<file path="config.mk">
export PLATFORM = sky130hd
export DESIGN_NAME = seg_scan_ctrl
export DESIGN_NICKNAME = d
export VERILOG_FILES = /design/src/rtl/dice_pkg.sv /design/src/rtl/seg7_encoder.sv /design/src/rtl/seg_scan_ctrl.sv
export SDC_FILE = /design/constraint.sdc
export NUM_CORES = 1
export LEC_CHECK = 0
export BUFFER_PORTS_ARGS = -buffer_cell sky130_fd_sc_hd__buf_2
export CAP_MARGIN = 20
export CORE_ASPECT_RATIO = 0.9
export CORE_MARGIN = 3
export CORE_UTILIZATION = 63
export CTS_CLUSTER_DIAMETER = 80
export DETAILED_ROUTE_END_ITERATION = 8
export PLACE_DENSITY = 0.87
export SYNTH_ARGS = -nofsm -noshare
export SYNTH_HDL_FRONTEND = slang
export SYNTH_SLANG_ARGS = --single-unit
</file>
<file path="constraint.sdc">
create_clock -name clk -period 4.63 [get_ports clk]
set_input_delay 0.926 -clock clk [delete_from_list [all_inputs] [get_ports clk]]
set_output_delay 0.926 -clock clk [all_outputs]
set_load 0.02 [all_outputs]
</file>
<file path="src/rtl/dice_pkg.sv">
// Shared types and constants for the dice display path.
// Segment fonts, scan states and per-frame config bundle.
package dice_pkg;

  localparam logic [6:0] SEG7_0     = 7'h3F;
  localparam logic [6:0] SEG7_1     = 7'h06;
  localparam logic [6:0] SEG7_2     = 7'h5B;
  localparam logic [6:0] SEG7_3     = 7'h4F;
  localparam logic [6:0] SEG7_4     = 7'h66;
  localparam logic [6:0] SEG7_5     = 7'h6D;
  localparam logic [6:0] SEG7_6     = 7'h7D;
  localparam logic [6:0] SEG7_7     = 7'h07;
  localparam logic [6:0] SEG7_8     = 7'h7F;
  localparam logic [6:0] SEG7_9     = 7'h6F;
  localparam logic [6:0] SEG7_BLANK = 7'h00;

  typedef enum logic [1:0] {
    GAP1,
    ONES,
    GAP2,
    TENS
  } scan_state_t;

  // Everything that is frozen for the length of one frame.
  typedef struct packed {
    logic       ovr_en;
    logic [6:0] seg1;
    logic [6:0] seg10;
    logic       seg_pol;
    logic       com_pol;
    logic       lzb;
  } frame_cfg_t;

  // Apply segment polarity; dp is always driven inactive.
  function automatic logic [7:0] drive_seg(
    input logic       pol,
    input logic [6:0] pat
  );
    return pol ? {1'b0, pat} : ~{1'b0, pat};
  endfunction

endpackage

</file>
<file path="src/rtl/seg7_encoder.sv">
// BCD to 7-segment {g..a} pattern.
// Codes 10-15 give a blank pattern and lit = 0.
module seg7_encoder
  import dice_pkg::*;
(
  input  logic [3:0] bcd,
  output logic [6:0] pat,
  output logic       lit
);

  // Font lookup; out-of-range codes are dark.
  always_comb begin
    pat = SEG7_BLANK;
    lit = 1'b1;
    case (bcd)
      4'd0:    pat = SEG7_0;
      4'd1:    pat = SEG7_1;
      4'd2:    pat = SEG7_2;
      4'd3:    pat = SEG7_3;
      4'd4:    pat = SEG7_4;
      4'd5:    pat = SEG7_5;
      4'd6:    pat = SEG7_6;
      4'd7:    pat = SEG7_7;
      4'd8:    pat = SEG7_8;
      4'd9:    pat = SEG7_9;
      default: begin
        pat = SEG7_BLANK;
        lit = 1'b0;
      end
    endcase
  end

endmodule

</file>
<file path="src/rtl/seg_scan_ctrl.sv">
// Two-digit 7-segment scan controller with gap blanking,
// override arbitration and frame-atomic input capture.
module seg_scan_ctrl
  import dice_pkg::*;
#(
  parameter int SCAN_DIV   = 1024,
  parameter int GAP_CYCLES = 16
) (
  input  logic       clk,
  input  logic       rst,
  input  logic [3:0] digit1_in,
  input  logic [3:0] digit10_in,
  input  logic       digit_valid,
  input  logic       ovr_en,
  input  logic [6:0] ovr_seg1,
  input  logic [6:0] ovr_seg10,
  input  logic       cfg_seg_pol,
  input  logic       cfg_com_pol,
  input  logic       cfg_lzb,
  output logic [7:0] seg_out,
  output logic       com1_out,
  output logic       com10_out,
  output logic [1:0] com_oe,
  output logic       frame_tick
);

  localparam int MAXD =
    (SCAN_DIV > GAP_CYCLES) ? SCAN_DIV : GAP_CYCLES;
  localparam int CW = $clog2(MAXD);
  localparam logic [CW-1:0] SLOT_LAST = CW'(SCAN_DIV - 1);
  localparam logic [CW-1:0] GAP_LAST  = CW'(GAP_CYCLES - 1);
  localparam logic [3:0]    DIG_BLANK = 4'hF;

  scan_state_t state;
  scan_state_t nxt_state;
  logic [CW-1:0] cnt;
  logic [CW-1:0] nxt_cnt;

  logic [3:0] pend1;
  logic [3:0] pend10;
  logic [3:0] sh1;
  logic [3:0] sh10;
  logic [3:0] nxt_sh1;
  logic [3:0] nxt_sh10;

  frame_cfg_t fr;
  frame_cfg_t nxt_fr;
  frame_cfg_t in_cfg;

  logic       boundary;
  logic [6:0] enc1_pat;
  logic [6:0] enc10_pat;
  logic       enc1_lit;
  logic       enc10_lit;
  logic       lit1;
  logic       lit10;
  logic [6:0] pat1;
  logic [6:0] pat10;
  logic [6:0] nxt_pat;
  logic       nxt_on1;
  logic       nxt_on10;
  logic [7:0] nxt_seg;
  logic       nxt_com1;
  logic       nxt_com10;
  logic       nxt_tick;

  assign in_cfg = '{
    ovr_en:  ovr_en,
    seg1:    ovr_seg1,
    seg10:   ovr_seg10,
    seg_pol: cfg_seg_pol,
    com_pol: cfg_com_pol,
    lzb:     cfg_lzb
  };

  assign boundary = (state == GAP1) && (cnt == '0);

  // Slot sequencing: gap/ones/gap/tens, counter cleared on change.
  always_comb begin
    nxt_state = state;
    nxt_cnt   = cnt + CW'(1);
    case (state)
      GAP1: if (cnt == GAP_LAST) begin
        nxt_state = ONES;
        nxt_cnt   = '0;
      end
      ONES: if (cnt == SLOT_LAST) begin
        nxt_state = GAP2;
        nxt_cnt   = '0;
      end
      GAP2: if (cnt == GAP_LAST) begin
        nxt_state = TENS;
        nxt_cnt   = '0;
      end
      TENS: if (cnt == SLOT_LAST) begin
        nxt_state = GAP1;
        nxt_cnt   = '0;
      end
    endcase
  end

  // Frame-boundary capture; a strobe on the boundary bypasses pending.
  always_comb begin
    nxt_sh1  = sh1;
    nxt_sh10 = sh10;
    nxt_fr   = fr;
    if (boundary) begin
      nxt_sh1  = digit_valid ? digit1_in  : pend1;
      nxt_sh10 = digit_valid ? digit10_in : pend10;
      nxt_fr   = in_cfg;
    end
  end

  seg7_encoder u_enc1 (
    .bcd (nxt_sh1),
    .pat (enc1_pat),
    .lit (enc1_lit)
  );

  seg7_encoder u_enc10 (
    .bcd (nxt_sh10),
    .pat (enc10_pat),
    .lit (enc10_lit)
  );

  // Slot content arbitration: override, then leading-zero, then font.
  always_comb begin
    lit1  = nxt_fr.ovr_en | enc1_lit;
    pat1  = nxt_fr.ovr_en ? nxt_fr.seg1 : enc1_pat;
    lit10 = nxt_fr.ovr_en |
            (enc10_lit & ~(nxt_fr.lzb & (nxt_sh10 == 4'd0)));
    pat10 = nxt_fr.ovr_en ? nxt_fr.seg10 :
            (lit10 ? enc10_pat : SEG7_BLANK);
  end

  // Output image for the coming cycle, polarity applied.
  always_comb begin
    nxt_pat  = SEG7_BLANK;
    nxt_on1  = 1'b0;
    nxt_on10 = 1'b0;
    case (nxt_state)
      ONES: begin
        nxt_on1 = lit1;
        nxt_pat = lit1 ? pat1 : SEG7_BLANK;
      end
      TENS: begin
        nxt_on10 = lit10;
        nxt_pat  = lit10 ? pat10 : SEG7_BLANK;
      end
      default: begin
        nxt_pat = SEG7_BLANK;
      end
    endcase
    nxt_seg   = drive_seg(nxt_fr.seg_pol, nxt_pat);
    nxt_com1  = nxt_on1  ? nxt_fr.com_pol : ~nxt_fr.com_pol;
    nxt_com10 = nxt_on10 ? nxt_fr.com_pol : ~nxt_fr.com_pol;
    nxt_tick  = (nxt_state == GAP1) && (nxt_cnt == '0);
  end

  // Scan state register.
  always_ff @(posedge clk) begin
    if (rst) begin
      state <= GAP1;
      cnt   <= '0;
    end else begin
      state <= nxt_state;
      cnt   <= nxt_cnt;
    end
  end

  // Pending/shadow digits and frame config; last strobe wins.
  always_ff @(posedge clk) begin
    if (rst) begin
      pend1  <= DIG_BLANK;
      pend10 <= DIG_BLANK;
      sh1    <= DIG_BLANK;
      sh10   <= DIG_BLANK;
      fr     <= in_cfg;
    end else begin
      if (digit_valid) begin
        pend1  <= digit1_in;
        pend10 <= digit10_in;
      end
      sh1  <= nxt_sh1;
      sh10 <= nxt_sh10;
      fr   <= nxt_fr;
    end
  end

  // Registered display outputs.
  always_ff @(posedge clk) begin
    if (rst) begin
      seg_out    <= {8{~cfg_seg_pol}};
      com1_out   <= ~cfg_com_pol;
      com10_out  <= ~cfg_com_pol;
      com_oe     <= 2'b00;
      frame_tick <= 1'b0;
    end else begin
      seg_out    <= nxt_seg;
      com1_out   <= nxt_com1;
      com10_out  <= nxt_com10;
      com_oe     <= 2'b11;
      frame_tick <= nxt_tick;
    end
  end

endmodule
</file>
## After elaboration in Yosys (flattened, before gate mapping)

Index checks and enable logic that the tools add are counted.

| cells by class | value |
|---|---|
| equality and inequality tests | 25 |
| bitwise logic cells | 9 |
| reduce and logical (&&, ||, !) cells | 12 |
| mux-type cells | 32 |
| add/sub/neg operators | 1 |

Operators with widths:

| kind | number |
|---|---|
| case mux 7 bit (10 select lines) | 2 |
| 2-to-1 mux 18 bit | 2 |
| equality test 4 x 3 -> 1 bit (second input constant) | 8 |
| 2-to-1 mux 7 bit | 4 |
| zero test 10 bit | 2 |
| 2-to-1 mux 10 bit | 2 |
| case mux 10 bit (2 select lines) | 1 |
| OR reduction 10 bit | 2 |
| equality test 4 x 2 -> 1 bit (second input constant) | 4 |
| equality test 4 bit (second input constant) | 4 |
| 2-to-1 mux 4 bit | 4 |
| 2-to-1 mux 8 bit | 2 |
| case mux 7 bit (2 select lines) | 1 |
| adder 10 x 1 -> 10 bit (second input constant) | 1 |
| equality test 10 bit (second input constant) | 1 |
| equality test 10 x 4 -> 1 bit (second input constant) | 1 |
| 2-to-1 mux 2 bit | 5 |
| equality test 4 x 1 -> 1 bit (second input constant) | 2 |
| zero test 4 bit | 2 |
| 2-to-1 mux 1 bit | 8 |
| NOT 7 -> 8 bit | 1 |
| case mux 2 bit (4 select lines) | 1 |
| equality test 2 bit (second input constant) | 3 |
| equality test 2 x 1 -> 1 bit (second input constant) | 2 |
| other kinds (6) | 14 |

| storage, ports and cells | value |
|---|---|
| logic and storage cells | 96 |
| register bits after elaboration | 59 |
| output and inout port bits | 13 |

## Logic depth before layout (Yosys ltp)

Gate-level depths: netlist (run 1).

| logic depth | value |
|---|---|
| depth after elaboration | 13 |
| depth in mapped cells | 12 |

## Cells and area by module

A second synthesis (run 1) with hierarchy kept.

| unflattened totals | value |
|---|---|
| cells, all modules | 370 |
| area total of the unflattened synthesis | 3,306.9 µm² |

By module, submodules not included:

| module | area each (µm²) | sequential area each (µm²) | instances | cells an instance |
|---|---|---|---|---|
| seg_scan_ctrl | 2,909.0 | 1,161.1 | 1 | 320 |
| seg7_encoder | 198.9 | 0.0 | 2 | 25 |

## Worst setup path before layout (run 1)

OpenSTA, ideal clock, no wires.

| timing path | value |
|---|---|
| kind | input port to flip-flop |
| start point | in digit_valid |
| end point | reg seg_out[3] |
| cell stages on the path | 8 |
| path slack | 1.857 ns |
| required time | 4.542 ns |
| data arrival time | 2.685 ns |
| path through | buf_2 -> nor3b_1 -> o2111ai_1 -> a211oi_1 -> a211o_1 -> nand2_1 -> o221a_2 -> nor4_2 |

| on the way | value |
|---|---|
| longest elaborated chain between the ends | 12 |
| elaborated cells on any way between the ends | 43 |
| classes of those cells | eq/ne: 18; mux: 15; bitwise: 6; reduce/logical: 4 |

RTL lines:

| what | line | text |
|---|---|---|
| from (decl) | seg_scan_ctrl.sv:13 | `input logic digit_valid,` |
| 2-to-1 mux 4 bit | n/a |  |
| 2-to-1 mux 4 bit | seg_scan_ctrl.sv:107 | `if (boundary) begin` |
| equality test 4 x 1 -> 1 bit, or another cell as far along | seg7_encoder.sv:15 | `case (bcd)` |
| OR reduction 10 bit (no line) or AND 1 bit (tied branches) | n/a |  |
| 2-to-1 mux 1 bit or NOT 1 bit (tied branches) | seg7_encoder.sv:15, seg_scan_ctrl.sv:131 |  |
| AND 1 bit | seg_scan_ctrl.sv:131 | `(enc10_lit & ~(nxt_fr.lzb & (nxt_sh10 == 4'd0)));` |
| bitwise OR 1 bit | seg_scan_ctrl.sv:130 | `lit10 = nxt_fr.ovr_en \|` |
| 2-to-1 mux 7 bit | seg_scan_ctrl.sv:148 | `nxt_pat = lit10 ? pat10 : SEG7_BLANK;` |
| case mux 7 bit (2 select lines) (*) | seg_scan_ctrl.sv:141 | `case (nxt_state)` |
| NOT 7 -> 8 bit | dice_pkg.sv:39 | `return pol ? {1'b0, pat} : ~{1'b0, pat};` |
| 2-to-1 mux 8 bit (*) | dice_pkg.sv:39 |  |
| 2-to-1 mux 8 bit (*) | seg_scan_ctrl.sv:192 | `if (rst) begin` |
| to (signal assigned) | seg_scan_ctrl.sv:193 | `seg_out <= {8{~cfg_seg_pol}};` |
| to (signal assigned) | seg_scan_ctrl.sv:199 | `seg_out <= nxt_seg;` |
| to (decl) | seg_scan_ctrl.sv:20 | `output logic [7:0] seg_out,` |

Every way passes the cells marked *; elsewhere a longest branch is shown, timed or not.
A chain may end at the register's enable or synchronous reset.

## Worst setup path after layout (run 1)

| timing path | value |
|---|---|
| start point | reg cnt[7] |
| end point | reg seg_out[3] |

| on the way | value |
|---|---|
| longest elaborated chain between the ends | 13 |
| elaborated cells on any way between the ends | 53 |
| classes of those cells | eq/ne: 22; mux: 19; bitwise: 6; reduce/logical: 6 |

RTL lines:

| what | line | text |
|---|---|---|
| from (decl) | seg_scan_ctrl.sv:36 | `logic [CW-1:0] cnt;` |
| from (signal assigned) | seg_scan_ctrl.sv:167 | `cnt <= nxt_cnt;` |
| zero test 10 bit | seg_scan_ctrl.sv:76 | `assign boundary = (state == GAP1) && (cnt == '0);` |
| logical AND 1 bit | seg_scan_ctrl.sv:76 |  |
| 2-to-1 mux 4 bit | seg_scan_ctrl.sv:107 |  |
| equality test 4 x 1 -> 1 bit, or another cell as far along | seg7_encoder.sv:15 |  |
| OR reduction 10 bit (no line) or AND 1 bit (tied branches) | n/a |  |
| 2-to-1 mux 1 bit or NOT 1 bit (tied branches) | seg7_encoder.sv:15, seg_scan_ctrl.sv:131 |  |
| AND 1 bit | seg_scan_ctrl.sv:131 |  |
| bitwise OR 1 bit | seg_scan_ctrl.sv:130 |  |
| 2-to-1 mux 7 bit | seg_scan_ctrl.sv:148 |  |
| case mux 7 bit (2 select lines) | seg_scan_ctrl.sv:141 |  |
| NOT 7 -> 8 bit | dice_pkg.sv:39 |  |
| 2-to-1 mux 8 bit (*) | dice_pkg.sv:39 |  |
| 2-to-1 mux 8 bit (*) | seg_scan_ctrl.sv:192 |  |

Marks and branches as above.

==> results of run 1 <==
[sequential cells by signal, summed over array words and instances (netlist names)]
name,flops
cnt,10
com10_out,1
com1_out,1
com_oe,1
fr,18
frame_tick,1
pend1,4
pend10,4
seg_out,8
sh1,4
sh10,4
state,2
[cell families after synthesis]
group / after synthesis
AOI/OAI and AO/OA: 83
xor gates and xnor gates: 17
adders and majority gates: 2
buffers and inverters: 33
DFF: 58
muxes: 53
and+or+nand+nor: 165
[Yosys cell counts, drive strengths merged, types with 5 or more instances]
master	number	area share
nor2	37	0.038
nor3b	5	0.016
mux2	30	0.092
o221ai	5	0.012
o211ai	6	0.012
nand3	24	0.035
nand2	45	0.046
dfxtp	58	0.31
a21oi	23	0.031
a211oi	6	0.012
o21ai	13	0.021
inv	9	0.0091
nand3b	5	0.010
nand2b	7	0.012
mux2i	23	0.063
xnor2	13	0.031
buf	13	0.026
clkbuf	10	0.024
nor3	10	0.021
or3	6	0.012
nor2b	5	0.0085
[layout by cell type, fill, tap and decap left out, types with 3 or more instances in the layout]
cell type / count
dfxtp_1: 58
xnor2_1: 13
and3_1: 3
nor2_1: 36
inv_1: 9
nand3_1: 22
nand2b_1: 7
or3_2: 4
nand2_1: 45
nor2b_1: 5
nand4_1: 4
nand3b_1: 5
buf_4: 3
nor3_1: 6
or2_2: 3
o221ai_1: 5
a211oi_1: 6
clkbuf_8: 12
mux2i_1: 22
nor3b_2: 4
nor3_2: 3
a21oi_1: 23
xor2_1: 4
buf_2: 41
o21ai_0: 8
o21ai_2: 3
mux2_2: 28
o211a_1: 3
o211ai_1: 6
a31oi_1: 4
o31ai_1: 3
[path summary, 6_finish.rpt]
kind                   endpoint  slack [ns]               from
max          seg_out[3]$_DFF_P_        1.41  cnt[7]$_SDFF_PP0_
min           cnt[0]$_SDFF_PP0_        0.48  cnt[0]$_SDFF_PP0_
max reg2reg  seg_out[3]$_DFF_P_        1.41  cnt[7]$_SDFF_PP0_
min reg2reg   cnt[0]$_SDFF_PP0_        0.48  cnt[0]$_SDFF_PP0_
[cell type report]
type                       instances  share of cell area
tap                               67              0.0207
clock inverter                     4              0.0179
multi-input combinational        320               0.569
clock buffer                      12              0.0408
inverter                           9             0.00835
timing repair buffer              44              0.0563
sequential                        58               0.287
[routing by layer]
metal,up-vias,global-route usage
met5,-,0
met4,0,0.0872
met3,22,0.0756
met2,145,0.440
met1,1557,0.357
li1,1565,-
[worst reg2reg max path, delay by kind of cell, from the launching register on]
family,cells,cell delay [ns]
compound gates,3,0.65
buf+inv,1,0.41
flops,1,0.42
mux,1,0.37
simple gates,3,1.29
[per-stage QoR]
stage | cells | util
final | 514 | 0.739
after global routing | 514 | 0.739
after CTS | 514 | 0.739
after detailed placement | 498 | 0.696
after global placement | 498 | 0.696
after floorplan | 411 | -
[where the power goes]
group	total, mW	switching [mW]	internal [mW]
combinational	0.356	0.209	0.147
sequential	0.579	0.0352	0.544
clock	0.554	0.208	0.346
total	1.49	0.453	1.04
==> flow_summary.json, run 1 <==
{
  "run_status": "finished clean",
  "drtIter0Drc": 370,
  "row_count": 25,
  "cp-end-kind": "flip-flop",
  "rr_worst_depth": 8,
  "cts_tree": "done",
  "final_hold_viol_count": 0,
  "grt_pass1_vias": 3120,
  "cts_root_buffer": "clkbuf_8",
  "hold_class": "flip-flop to flip-flop",
  "drt-met1-wl_mm": 4.09,
  "ys.flop_type": "dfxtp_1",
  "dieArea_sq_um": 6820,
  "drt_pass1_iterations": 5,
  "synth-xor-area-share": 0.0403,
  "max_freq_mhz": 310,
  "synthAdderAreaFrac": 0.00677,
  "max_stage_delay_ns": 0.52,
  "fin_hold_ws_ns": 0.478,
  "overflow": 0,
  "cts_buffers": 9,
  "synth_edf_count": 0,
  "hpwl_mm": 6.51,
  "groute.usage.overall": 0.274,
  "nNetsFinal": 473,
  "drc": 0,
  "dr_wl_met2_mm": 4.13,
  "pin_count": 42,
  "required_ns": 4.89,
  "ant_nets": 0,
  "initial_core_util": 0.675,
  "grt_first_pass_wirelength_mm": 14.7,
  "seq_area_frac_synth": 0.314,
  "hold_path_depth": 1,
  "postCtsSetupBuffers": 0,
  "tightest_slew_ns": 0.863,
  "fin_setup_tns_ns": 0,
  "synthMuxAreaShare": 0.156,
  "drive_gt1_frac": 0.280,
  "fin_crit_sh": 0.696,
  "cts_sinks": 58,
  "worstSetupPathType": "flip-flop to flip-flop",
  "ctsLongestPathBuffers": 2,
  "wire_per_inst_microns": 17.7,
  "worst-path-buf-inv": 1,
  "route.met3.wl_microns": 725,
  "synth_cell_types": 73,
  "synth_seq_cells": 58,
  "areaGrowthSynthToFinish_pct": 9.51,
  "synth_top_family_by_area": "simple AND/OR/NAND/NOR gates",
  "min_period_ns": 3.22,
  "synth_compound_area_frac": 0.171,
  "synth_warnings": 0,
  "core_area_sq_um": 5470,
  "synth_area_sq_um": 3700,
  "path_cells": "nor4_4, nand3_2, buf_4, mux2_2, o21ai_0, a21oi_1, o221a_2, nor4_2",
  "arrival_ns": 3.48,
  "antenna_cells": 0,
  "wl_mm": 9.11,
  "antenna_found_initial": 0,
  "relSlewSlack": 0.408,
  "vias": 3289,
  "synth_simple_gate_area_frac": 0.250,
  "syn_area_per_cell_sq_um": 8.99,
  "die_w_microns": 86.7,
  "timing.final.max_slew_violations": 0,
  "final_area_sq_um": 4050,
  "setup_viol": 0,
  "cp_num_cells": 8,
  "setup_slack_ns": 1.41,
  "leakage_nw": 1.62,
  "maxCapViolations": 0,
  "gp_congestion": 0.963,
  "syn-num-nets": 442,
  "irDropWorstVdd_mv": 0.251,
  "pre_cts_ws_ns": 1.32,
  "crit_fanout": 18,
  "clock_skew_ns": 0.00964,
  "nFillCells": 419,
  "total_power_mw": 1.49,
  "die_y_microns": 78.7,
  "synth_async_sr_flop_share": 0,
  "timing.critical_path.from_type": "flip-flop",
  "critPathSlowestCell": "nor4_4",
  "ctsResizeCount": 0,
  "power_density_nw_per_um2": 368,
  "grt_start_max_net_pins": 23,
  "viasPerCell": 6.40,
  "top_layer": "met4",
  "rsz0062_at_grt": "no",
  "insertion_delay_ns": 0.35,
  "htree_levels": 3,
  "critPathTopFamily": "simple AND/OR/NAND/NOR gates",
  "dpl_cell_area_sq_um": 3810,
  "multi_input_area_sq_um": 2300,
  "cts_hold_buf": 0,
  "synth_cells": 411,
  "numPortBuffers": 41,
  "clk_pin_slew_ns": 0.07,
  "seqCellArea_sq_um": 1160
}
(Power assumes the default switching activity.)
==> inputs of run 2 (changes only) <==
Settings changed: CORE_UTILIZATION 63 to 53, PLACE_DENSITY 0.87 to 0.78.
Clock period 4.63 ns to 2.71 ns, I/O delays scaled along.
==> run 2 against run 1 <==
Net effect: die area grew 17%; wire length increased by 8.6%; final cell count up 13%; fmax grew 20%; sequential power rose by 70%; first-iteration DRC count is 22% lower.
==> flow_summary.json, run 2 (same netlist as run 1, synthesis figures left out) <==
{
  "regMostFlops": "fr",
  "ant_nets": 0,
  "setup_slack_ns": 0.0350,
  "worstHoldStart": "cfg_com_pol",
  "power_density_nw_per_um2": 581,
  "pin_count": 42,
  "grt_pass1_vias": 3301,
  "final_util": 0.675,
  "required_ns": 2.98,
  "irDropWorstVdd_mv": 0.330,
  "core_area_sq_um": 6660,
  "drc": 0,
  "cts_tree": "done",
  "grt_first_pass_wirelength_mm": 15.9,
  "ctsLongestPathBuffers": 2,
  "dieArea_sq_um": 8010,
  "htree_levels": 3,
  "leakage_nw": 1.86,
  "viasPerCell": 5.88,
  "drt_pass1_iterations": 6,
  "cp-end-kind": "flip-flop",
  "clk_pin_slew_ns": 0.06,
  "wl_mm": 9.89,
  "areaGrowthSynthToFinish_pct": 21.6,
  "cts_root_buffer": "clkbuf_8",
  "overflow": 0,
  "setup_viol": 0,
  "path_cells": "inv_2, ha_4, or4b_4, nor3_4, buf_12, mux2_4, a221o_1, o21a_1, o211ai_1, nor3b_2",
  "timing.critical_path.from_type": "flip-flop",
  "largest_reg_flops": 18,
  "final_area_sq_um": 4490,
  "pre_cts_ws_ns": 0.0403,
  "arrival_ns": 2.94,
  "final_hold_viol_count": 0,
  "run_status": "finished clean",
  "fin_crit_sh": 0.987,
  "critPathSlowestCell": "or4b_4",
  "insertion_delay_ns": 0.34,
  "cts_sinks": 58,
  "drtIter0Drc": 289,
  "relSlewSlack": 0.516,
  "nFillCells": 538,
  "hold_path_depth": 2,
  "antenna_cells": 0,
  "critPathTopFamily": "simple AND/OR/NAND/NOR gates",
  "r2r-start": "cnt[0]$_SDFF_PP0_",
  "stdcell_count": 583,
  "timing.final.max_slew_violations": 0,
  "die_y_microns": 85.2,
  "vias": 3428,
  "worst-path-buf-inv": 2,
  "r2r-end": "seg_out[1]$_DFF_P_",
  "rsz0062_at_grt": "yes",
  "row_count": 28,
  "crit_fanout": 8,
  "numPortBuffers": 41,
  "tightest_slew_ns": 0.723,
  "max_stage_delay_ns": 0.47,
  "hold_class": "input port to flip-flop",
  "min_period_ns": 2.68,
  "rr_worst_depth": 10,
  "maxCapViolations": 0,
  "final_cell_mix": "dfxtp_1 (56), nand2_1 (45), buf_4 (45)",
  "groute.usage.overall": 0.252,
  "dp_cells": 560,
  "wire_per_inst_microns": 17.0,
  "dpl_cell_area_sq_um": 4160,
  "hpwl_mm": 7.18,
  "top_regs": "fr: 18 flops, cnt: 10 flops, seg_out: 8 flops",
  "grt_start_max_net_pins": 25,
  "cts_buffers": 9,
  "total_power_mw": 2.61,
  "r2r_slack_ns": 0.03,
  "hold_end": "com10_out$_DFF_P_",
  "worstSetupPathType": "flip-flop to flip-flop",
  "layout_commonest_cell": "dfxtp_1",
  "max_freq_mhz": 374,
  "nNetsFinal": 519,
  "clock_skew_ns": 0.00716,
  "antenna_found_initial": 0,
  "cts_hold_buf": 0,
  "drive_gt1_frac": 0.361,
  "gp_congestion": 0.949,
  "initial_core_util": 0.555,
  "die_w_microns": 94.0
}
## run 2: per-layer routing
metal / track usage / vias to the layer above / wire length (microns) / share of wire
met3: 0.0603 / 25 / 609 / 0.062
met1: 0.320 / 1609 / 4330 / 0.44
met4: 0.121 / 0 / 289 / 0.029
li1: - / 1669 / - / -
met5: 0 / - / 0 / 0
met2: 0.402 / 125 / 4660 / 0.47
## run 2: layout make-up
cell class | instances | area, sq um | share of cell area
clock buffer | 11 | 141 | 0.0315
clock inverter | 5 | 77.6 | 0.0173
inverter | 9 | 33.8 | 0.00752
multi-input combinational | 320 | 2350 | 0.522
sequential | 58 | 1160 | 0.259
tap | 90 | 113 | 0.0251
timing repair buffer | 90 | 619 | 0.138
## run 2: how the worst max path moves through the flow
stage,endpoint,from,depth (start not counted)
3_5_place_dp,seg_out[0]$_DFF_P_,cnt[0]$_SDFF_PP0_,11
5_1_grt,seg_out[1]$_DFF_P_,cnt[0]$_SDFF_PP0_,10
3_3_place_gp,seg_out[3]$_DFF_P_,cnt[0]$_SDFF_PP0_,11
6_report,seg_out[1]$_DFF_P_,cnt[0]$_SDFF_PP0_,10
2_1_floorplan,seg_out[3]$_DFF_P_,cnt[7]$_SDFF_PP0_,8
4_1_cts,seg_out[3]$_DFF_P_,cnt[0]$_SDFF_PP0_,11
## run 2: repair_timing
| item | CTS | global route |
|---|---|---|
| gates resized for setup | 0 | 13 |
| endpoints found under the setup margin | 0 | 17 |
| buffers inserted | 0 | 6 |
## run 2: power by group
group	switching, mW	total, mW	internal [mW]	leakage (nW)
clock	0.350	0.889	0.539	0.109
sequential	0.0569	0.987	0.930	0.483
combinational	0.390	0.735	0.345	1.27
total	0.797	2.61	1.81	1.86
## run 2: metrics by stage
| stage | hold WS, ns | TNS, ns |
|---|---|---|
| 2_1_floorplan | 0.437 | 0 |
| 3_3_place_gp | 0.459 | 0 |
| 3_5_place_dp | 0.462 | 0 |
| 4_1_cts | 0.400 | 0 |
| 5_1_grt | 0.421 | -0.173 |
| 6_report | 0.407 | 0 |
